**src/rtl/muldiv8_seq_if.sv**
```systemverilog
// Handshake and result bus of the sequential 8-bit multiply/divide unit.
// Handshake: the requester raises start with op/a/b; the unit captures them
// on the rising edge only when it is not busy (IDLE or DONE), raises busy
// while iterating, and pulses done for one cycle when res_hi/res_lo/dbz
// become valid. Results then hold until the next completed operation.
interface muldiv8_seq_if;
    logic       start;
    logic       op;
    logic [7:0] a;
    logic [7:0] b;
    logic       busy;
    logic       done;
    logic [7:0] res_hi;
    logic [7:0] res_lo;
    logic       dbz;

    modport master (
        output start, op, a, b,
        input  busy, done, res_hi, res_lo, dbz
    );

    modport slave (
        input  start, op, a, b,
        output busy, done, res_hi, res_lo, dbz
    );
endinterface

```
**src/rtl/muldiv8_seq.sv**
```systemverilog
// Sequential 8-bit unsigned multiply (shift-add) / divide (restoring) unit.
// One pass through a shared 8-bit ripple add/sub per clock, eight passes
// per operation. Divide by zero finishes immediately with a flag.
module muldiv8_seq (
    input  logic              clk,
    input  logic              rst,
    muldiv8_seq_if.slave      bus,
    output logic [1:0]        dbg_state
);

    typedef enum logic [1:0] {
        IDLE = 2'd0,
        RUN  = 2'd1,
        DONE = 2'd2
    } state_t;

    state_t      state;
    state_t      state_nx;
    logic [2:0]  cnt;
    logic [7:0]  acc;
    logic [7:0]  q;
    logic [7:0]  bb;
    logic        mode;
    logic [7:0]  res_hi;
    logic [7:0]  res_lo;
    logic        dbz;

    logic        accept;
    logic        div_zero;
    logic        add_sub;
    logic [7:0]  add_x;
    logic [8:0]  add_out;
    logic [8:0]  r9;
    logic        div_ok;
    logic [7:0]  acc_nx;
    logic [7:0]  q_nx;

    // Ripple-carry adder/subtractor: sub inverts y and injects the carry, so
    // for subtraction a carry-out of 1 means no borrow.
    function automatic logic [8:0] walking_cra8(
        input logic [7:0] x,
        input logic [7:0] y,
        input logic       sub,
        input logic       cin
    );
        logic [7:0] yy;
        logic [7:0] s;
        logic       c;
        yy = y ^ {8{sub}};
        c  = cin ^ sub;
        for (int i = 0; i < 8; i++) begin
            s[i] = x[i] ^ yy[i] ^ c;
            c    = (x[i] & yy[i]) | (c & (x[i] ^ yy[i]));
        end
        return {c, s};
    endfunction

    assign accept   = bus.start && (state == IDLE || state == DONE);
    assign div_zero = bus.op && (bus.b == 8'd0);

    // Shared datapath: one add (multiply) or trial subtract (divide) per cycle.
    always_comb begin
        r9      = {acc, q[7]};
        add_sub = mode;
        add_x   = mode ? r9[7:0] : acc;
        add_out = walking_cra8(add_x, bb, add_sub, 1'b0);
        div_ok  = r9[8] | add_out[8];
        acc_nx  = acc;
        q_nx    = q;
        if (mode) begin
            acc_nx = div_ok ? add_out[7:0] : r9[7:0];
            q_nx   = {q[6:0], div_ok};
        end else if (q[0]) begin
            acc_nx = add_out[8:1];
            q_nx   = {add_out[0], q[7:1]};
        end else begin
            acc_nx = {1'b0, acc[7:1]};
            q_nx   = {acc[0], q[7:1]};
        end
    end

    // FSM state register.
    always_ff @(posedge clk or posedge rst) begin
        if (rst) state <= IDLE;
        else     state <= state_nx;
    end

    // FSM next-state: accept in IDLE/DONE, iterate eight times in RUN.
    always_comb begin
        state_nx = state;
        case (state)
            IDLE, DONE: begin
                if (accept) state_nx = div_zero ? DONE : RUN;
                else        state_nx = IDLE;
            end
            RUN:     state_nx = (cnt == 3'd7) ? DONE : RUN;
            default: state_nx = IDLE;
        endcase
    end

    // Working registers and result registers; results load only on DONE entry.
    always_ff @(posedge clk or posedge rst) begin
        if (rst) begin
            cnt    <= 3'd0;
            acc    <= 8'd0;
            q      <= 8'd0;
            bb     <= 8'd0;
            mode   <= 1'b0;
            res_hi <= 8'd0;
            res_lo <= 8'd0;
            dbz    <= 1'b0;
        end else if (accept) begin
            cnt  <= 3'd0;
            acc  <= 8'd0;
            q    <= bus.a;
            bb   <= bus.b;
            mode <= bus.op;
            if (div_zero) begin
                res_hi <= bus.a;
                res_lo <= 8'hFF;
                dbz    <= 1'b1;
            end
        end else if (state == RUN) begin
            cnt <= cnt + 3'd1;
            acc <= acc_nx;
            q   <= q_nx;
            if (cnt == 3'd7) begin
                res_hi <= acc_nx;
                res_lo <= q_nx;
                dbz    <= 1'b0;
            end
        end
    end

    assign bus.busy   = (state == RUN);
    assign bus.done   = (state == DONE);
    assign bus.res_hi = res_hi;
    assign bus.res_lo = res_lo;
    assign bus.dbz    = dbz;
    assign dbg_state  = state;

endmodule

```
**src/flat_wrapper.sv**
```systemverilog
// flat-port wrapper written by rule: the top's interface ports become plain ports
module muldiv8_seq_flat 
  (clk, rst, dbg_state, bus_start, bus_op, bus_a, bus_b, bus_busy, bus_done, bus_res_hi, bus_res_lo, bus_dbz);
  muldiv8_seq_if bus_i ();
  input  logic clk;
  input  logic rst;
  output logic [1:0] dbg_state;
  input wire logic [$bits(bus_i.start)-1:0] bus_start;
  input wire logic [$bits(bus_i.op)-1:0] bus_op;
  input wire logic [$bits(bus_i.a)-1:0] bus_a;
  input wire logic [$bits(bus_i.b)-1:0] bus_b;
  output wire logic [$bits(bus_i.busy)-1:0] bus_busy;
  output wire logic [$bits(bus_i.done)-1:0] bus_done;
  output wire logic [$bits(bus_i.res_hi)-1:0] bus_res_hi;
  output wire logic [$bits(bus_i.res_lo)-1:0] bus_res_lo;
  output wire logic [$bits(bus_i.dbz)-1:0] bus_dbz;
  assign bus_i.start = bus_start;
  assign bus_i.op = bus_op;
  assign bus_i.a = bus_a;
  assign bus_i.b = bus_b;
  assign bus_busy = bus_i.busy;
  assign bus_done = bus_i.done;
  assign bus_res_hi = bus_i.res_hi;
  assign bus_res_lo = bus_i.res_lo;
  assign bus_dbz = bus_i.dbz;
  muldiv8_seq u_core (.clk(clk), .rst(rst), .bus(bus_i), .dbg_state(dbg_state));
endmodule
```
**config.mk**
```make
export PLATFORM = sky130hd
export DESIGN_NAME = muldiv8_seq_flat
export DESIGN_NICKNAME = d
export VERILOG_FILES = /design/src/rtl/muldiv8_seq_if.sv /design/src/rtl/muldiv8_seq.sv /design/src/flat_wrapper.sv
export SDC_FILE = /design/constraint.sdc
export NUM_CORES = 1
export LEC_CHECK = 0
export CORE_MARGIN = 3
export CORE_UTILIZATION = 40
export DETAILED_ROUTE_END_ITERATION = 16
export GPL_TIMING_DRIVEN = 1
export PLACE_DENSITY = 0.66
export SYNTH_ARGS = -nofsm -noshare
export SYNTH_HDL_FRONTEND = slang
export SYNTH_SLANG_ARGS = --single-unit
```
**constraint.sdc**
```tcl
create_clock -name clk -period 4.9 [get_ports clk]
set_input_delay 1.47 -clock clk [delete_from_list [all_inputs] [get_ports clk]]
set_output_delay 1.47 -clock clk [all_outputs]
set_load 0.02 [all_outputs]
```
Word level (Yosys, flattened, before mapping). Index checks and enable logic that the tools add are counted. W data, S select, Z words.

Flip-flop bits (word level): 47. Input bits: 20. Output and inout bits: 21. Word-level logic and storage cells: 93.

$add $sub $neg: 1. Eq/ne operators: 4. Multiplexer cells: 28. Bitwise gates (word level): 42. Reduce and logical (&&, ||, !) cells: 9.

Operators with widths (number): $mux W8 (18); $and A1 B1 Y1 (16); $xor A1 B1 Y1 (16); $or A1 B1 Y1 (9); $logic_not A8 Y1 (1); $xor A8 B8 Y8 (1); $mux W2 (3); $mux W3 (2); $mux W1 (4); $pmux W2 S2 (1); $reduce_bool A2 Y1 (2); $add A3 B1 Y3 const B (1); $eq A3 B3 Y1 const B (1); $reduce_and A3 Y1 (1); $eq A2 B1 Y1 const B (1); $eq A2 B2 Y1 const B (1); $logic_and A1 B1 Y1 (2); $logic_not A2 Y1 (1); $ne A2 B2 Y1 const B (1); $reduce_or A2 Y1 (1); $logic_or A1 B1 Y1 (1).

Logic depth before layout (Yosys ltp).
Word-level depth: 24. Gate-level depth with buffers: 19. Depth with buffers taken out: 14.

Least setup slack after synthesis. No wires, ideal clock.

Path kind: reg2reg. From: register u_core.mode (netlist: u_core.add_sub). To: register u_core.res_hi[1] (netlist: u_core.bus.res_hi[1]). Library setup time: 0.125 ns. Arrival time: 4.894 ns. Data required time: 4.775 ns. Path slack: -0.119 ns. Stages on the path, launching flop included: 20. Buffers on the path: 6. Period minus slack after synthesis: 5.019 ns. Cell sequence: dfrtp_1 -> buf_2 -> buf_2 -> buf_2 -> buf_2 -> xnor2_1 -> fa_1 -> fa_1 -> fa_1 -> fa_1 -> fa_1 -> fa_1 -> inv_1 -> fa_1 -> buf_2 -> or2_2 -> clkbuf_1 -> a21oi_1 -> a221o_1 -> mux2_4.

Word-level cells in the longest chain between the ends: 24. Elaborated cells between the ends (all ways): 43. Classes of those cells: mux: 7; bitwise: 36.

RTL lines: start: declaration (RTL line muldiv8_seq.sv:23) `logic mode;`; start signal: assignment (RTL line muldiv8_seq.sv:117) `mode <= bus.op;`; $mux W8 or $xor A8 B8 Y8 (tied branches) (RTL line muldiv8_seq.sv:65, muldiv8_seq.sv:49); $xor A1 B1 Y1 (RTL line muldiv8_seq.sv:53) `c = (x[i] & yy[i]) | (c & (x[i] ^ yy[i]));`; $and A1 B1 Y1 (RTL line muldiv8_seq.sv:53); $or A1 B1 Y1 (RTL line muldiv8_seq.sv:53); $and A1 B1 Y1 (RTL line muldiv8_seq.sv:53); $or A1 B1 Y1 (RTL line muldiv8_seq.sv:53); $and A1 B1 Y1 (RTL line muldiv8_seq.sv:53); $or A1 B1 Y1 (RTL line muldiv8_seq.sv:53); (+8 left out); $and A1 B1 Y1 (RTL line muldiv8_seq.sv:53); $or A1 B1 Y1 (RTL line muldiv8_seq.sv:53); $or A1 B1 Y1 (RTL line muldiv8_seq.sv:67) `div_ok = r9[8] | add_out[8];`; $mux W8 (RTL line muldiv8_seq.sv:71) `acc_nx = div_ok ? add_out[7:0] : r9[7:0];`; $mux W8 * (RTL line muldiv8_seq.sv:70) `if (mode) begin`; $mux W8 * (RTL line muldiv8_seq.sv:127) `if (cnt == 3'd7) begin`; $mux W8 * (RTL line muldiv8_seq.sv:123) `end else if (state == RUN) begin`; $mux W8 * (RTL line muldiv8_seq.sv:112) `end else if (accept) begin`; end signal: assignment (RTL line muldiv8_seq.sv:119) `res_hi <= bus.a;`; end signal: assignment (RTL line muldiv8_seq.sv:128) `res_hi <= acc_nx;`; end: declaration (RTL line muldiv8_seq.sv:24) `logic [7:0] res_hi;`.

Mark *: on every way between the ends. The rest lies on a longest branch, timed or not. The select of a mux whose other input is x is not followed. A chain may end at the register's enable or synchronous reset.

Worst setup path after layout.
From: register u_core.mode (netlist: u_core.add_sub). To: register u_core.res_hi[7] (netlist: u_core.bus.res_hi[7]).

The elaborated chain is that of the path after synthesis.

==> flow_summary.yaml <==
synthesis:
  syn-instance-count: 279
  ys_async_sr_fraction: 1.000
  synth_area_leaders: "dfrtp_1, nand2_1, fa_1, mux2i_1, o21ai_0"
  synth_ff_type: "dfrtp_1"
  synth_top_area_share: 0.4316
  synth.distinct_cells: 47
  yosysSeqAreaShare: 0.4316
  yosysWarningCount: 0
  synth_area_leader_cell: "dfrtp_1"
  ys_seq_elements: 47
  avgSynthCellArea_um2: 9.767
  synth_edf_count: 0
  netlist_area_um2: 2725
  synth_top_cells_by_count: "dfrtp_1, nand2_1, o21ai_0, a21oi_1, nor2_1"
  syn_nets: 308
  yosysMostFrequentCell: "dfrtp_1"
route:
  via_per_inst: 5.588
  drtIter0Drc: 207
  first_pass_iters: 5
  vias: 2157
  drc_errors: 0
  wl_met1_um: 2914
  avgRoutedWirePerCell_um: 15.84
  wl_met3_um: 348
  wl_um: 6115
  wl_met2_um: 2840
  ant_nets: 0
  top_layer_used: "met4"
cts:
  cts.clk_slew.worst_paths_ps: 80
  h-tree-depth: 2
  cts_tree: "yes"
  cts-resized-gates: 0
  numClockSinks: 47
  post_cts_buffers: 0
  cts-root-buf: "clkbuf_8"
  cts_buffers: 5
  clk_latency_ps: 300
  cts_hold_buf: 0
  clockBufferDepth: 2
sta:
  clock.fmax_mhz: 223.8
  maxSlewHeadroom: 0.3363
  fin_hold_ws_ps: 485.6
  tightest_slew_ps: 991.9
  slew_violations: 0
  grt_setup_unrepaired: "no"
  fin_crit_ps: 4468
  final_hold_viol_count: 0
  clock-skew-final_ps: 8.754
  setup_viol: 0
  min_period_over_period: 0.9118
  fin_setup_tns_ps: 0
worst_setup_path:
  startpoint_type: "register"
  crit_type: "register to register"
  reg2reg_depth: 13
  arrival_ps: 4660
  cp.required_ps: 5090
  end_kind: "register"
  worst-path-max-fanout: 36
hold_path:
  hp-class: "register to register"
  hold_depth: 1
grt:
  track_usage: 0.1745
  grt_pass1_vias: 2088
  grt_first_pass_wirelength_um: 10590
  grt_max_degree: 48
  overflow: 0
  antenna_found_initial: 0
die:
  coreArea_um2: 6459
  die_w_um: 88.54
  die_area_um2: 7839
  start_util: 0.4219
  io_pins: 41
  die_h_um: 88.54
  rows: 29
status:
  status: "finished clean"
layout:
  antenna_cells: 0
  nets: 337
  syn_to_final_growth_pct: 19.24
  layout-drive-gt1-share: 0.09385
job:
  drv_cap: 0
placement:
  hpwl_um: 4569
  io_buffers: 40
  gp_congestion: 0.8962
==> cell type report <==
type                    count  area (um^2)
clock buffers               6        82.58
clock inverters             2        35.03
fillers                   641         3209
inverters                   5        18.77
multi-input cells         204         1403
flip-flops and latches     47         1176
well taps                  77        96.34
repair buffers             45        437.9
==> metrics by stage <==
stage	instance area [um^2]	util	setup WS (ps)	cells
floorplan	2731	-	11.10	279
global placement	3132	0.4849	501.3	378
finish	3249	0.5031	432.4	386
global route	3249	0.5031	202.3	386
CTS	3249	0.5031	439.4	386
detailed placement	3132	0.4849	449.7	378
==> routing by layer <==
layer / track usage / vias to the layer above
li1: - / 1052
met1: 0.2585 / 1039
met2: 0.2638 / 64
met3: 0.03445 / 2
met4: 0.04121 / 0
met5: 0 / -
==> final timing paths <==
path,from,end,slack [ps]
worst min register to register,u_core.bus.dbz,u_core.bus.dbz,490
worst max-delay path,u_core.add_sub,u_core.bus.res_hi[7],430
max in group asynchronous,rst,u_core.q[0],2600
worst max register to register,u_core.add_sub,u_core.bus.res_hi[7],430
min in group asynchronous,rst,u_core.cnt[0],1710
worst min-delay path,u_core.bus.dbz,u_core.bus.dbz,490
==> kinds of logic (layout without fill, tap and decap cells) <==
group | count (synthesis) | after routing | synth area share
flip-flops | 47 | 47 | 0.4316
AO/OA/AOI/OAI | 76 | 76 | 0.1873
XOR/XNOR | 9 | 9 | 0.02893
buffers and inverters | 28 | 58 | 0.05463
AND/OR/NAND/NOR | 86 | 86 | 0.1400
multiplexers | 24 | 24 | 0.09687
adder cells (fa/ha/maj) | 9 | 9 | 0.06060
==> worst max-delay path, stage by stage (launching register included) <==
cell and delay, ps:
dfrtp_1 480, buf_4 420, mux2i_1 180, fa_1 460, fa_1 390, fa_1 400, fa_1 400, fa_1 370
inv_1 70, fa_1 440, mux2_2 280, nand2_1 80, o221ai_1 110, mux2_2 270
==> flip-flops by register name (all words and copies together) (netlist names) <==
name               cells
u_core.acc             8
u_core.bb              8
u_core.bus.res_hi      8
u_core.bus.res_lo      8
u_core.q               8
u_core.cnt             3
u_core.dbg_state       2
u_core.add_sub         1
u_core.bus.dbz         1
==> layout by cell type (no fill, tap or decap), types with 2 or more instances in the layout <==
cell             netlist  layout
dfrtp_1               47      47
nand2_1               45      45
clkdlybuf4s50_1        0      40
o21ai_0               21      21
nor2_1                17      17
a21oi_1               17      17
mux2i_1               14      14
xnor2_1                8       8
fa_1                   7       7
a211oi_1               6       6
nor3_1                 6       6
mux2_2                 6       6
clkbuf_8               0       6
a2111oi_0              5       5
a221o_1                5       5
o21a_1                 5       5
buf_4                  0       5
nand3_1                4       4
a22o_1                 4       4
nor2b_1                4       3
a22oi_1                3       3
inv_1                  4       3
a221oi_1               3       3
mux2_4                 3       3
inv_2                  1       2
ha_1                   2       2
Power is not shown: default switching activity piles up to over one toggle a cycle in this logic, so the estimate is an artifact.
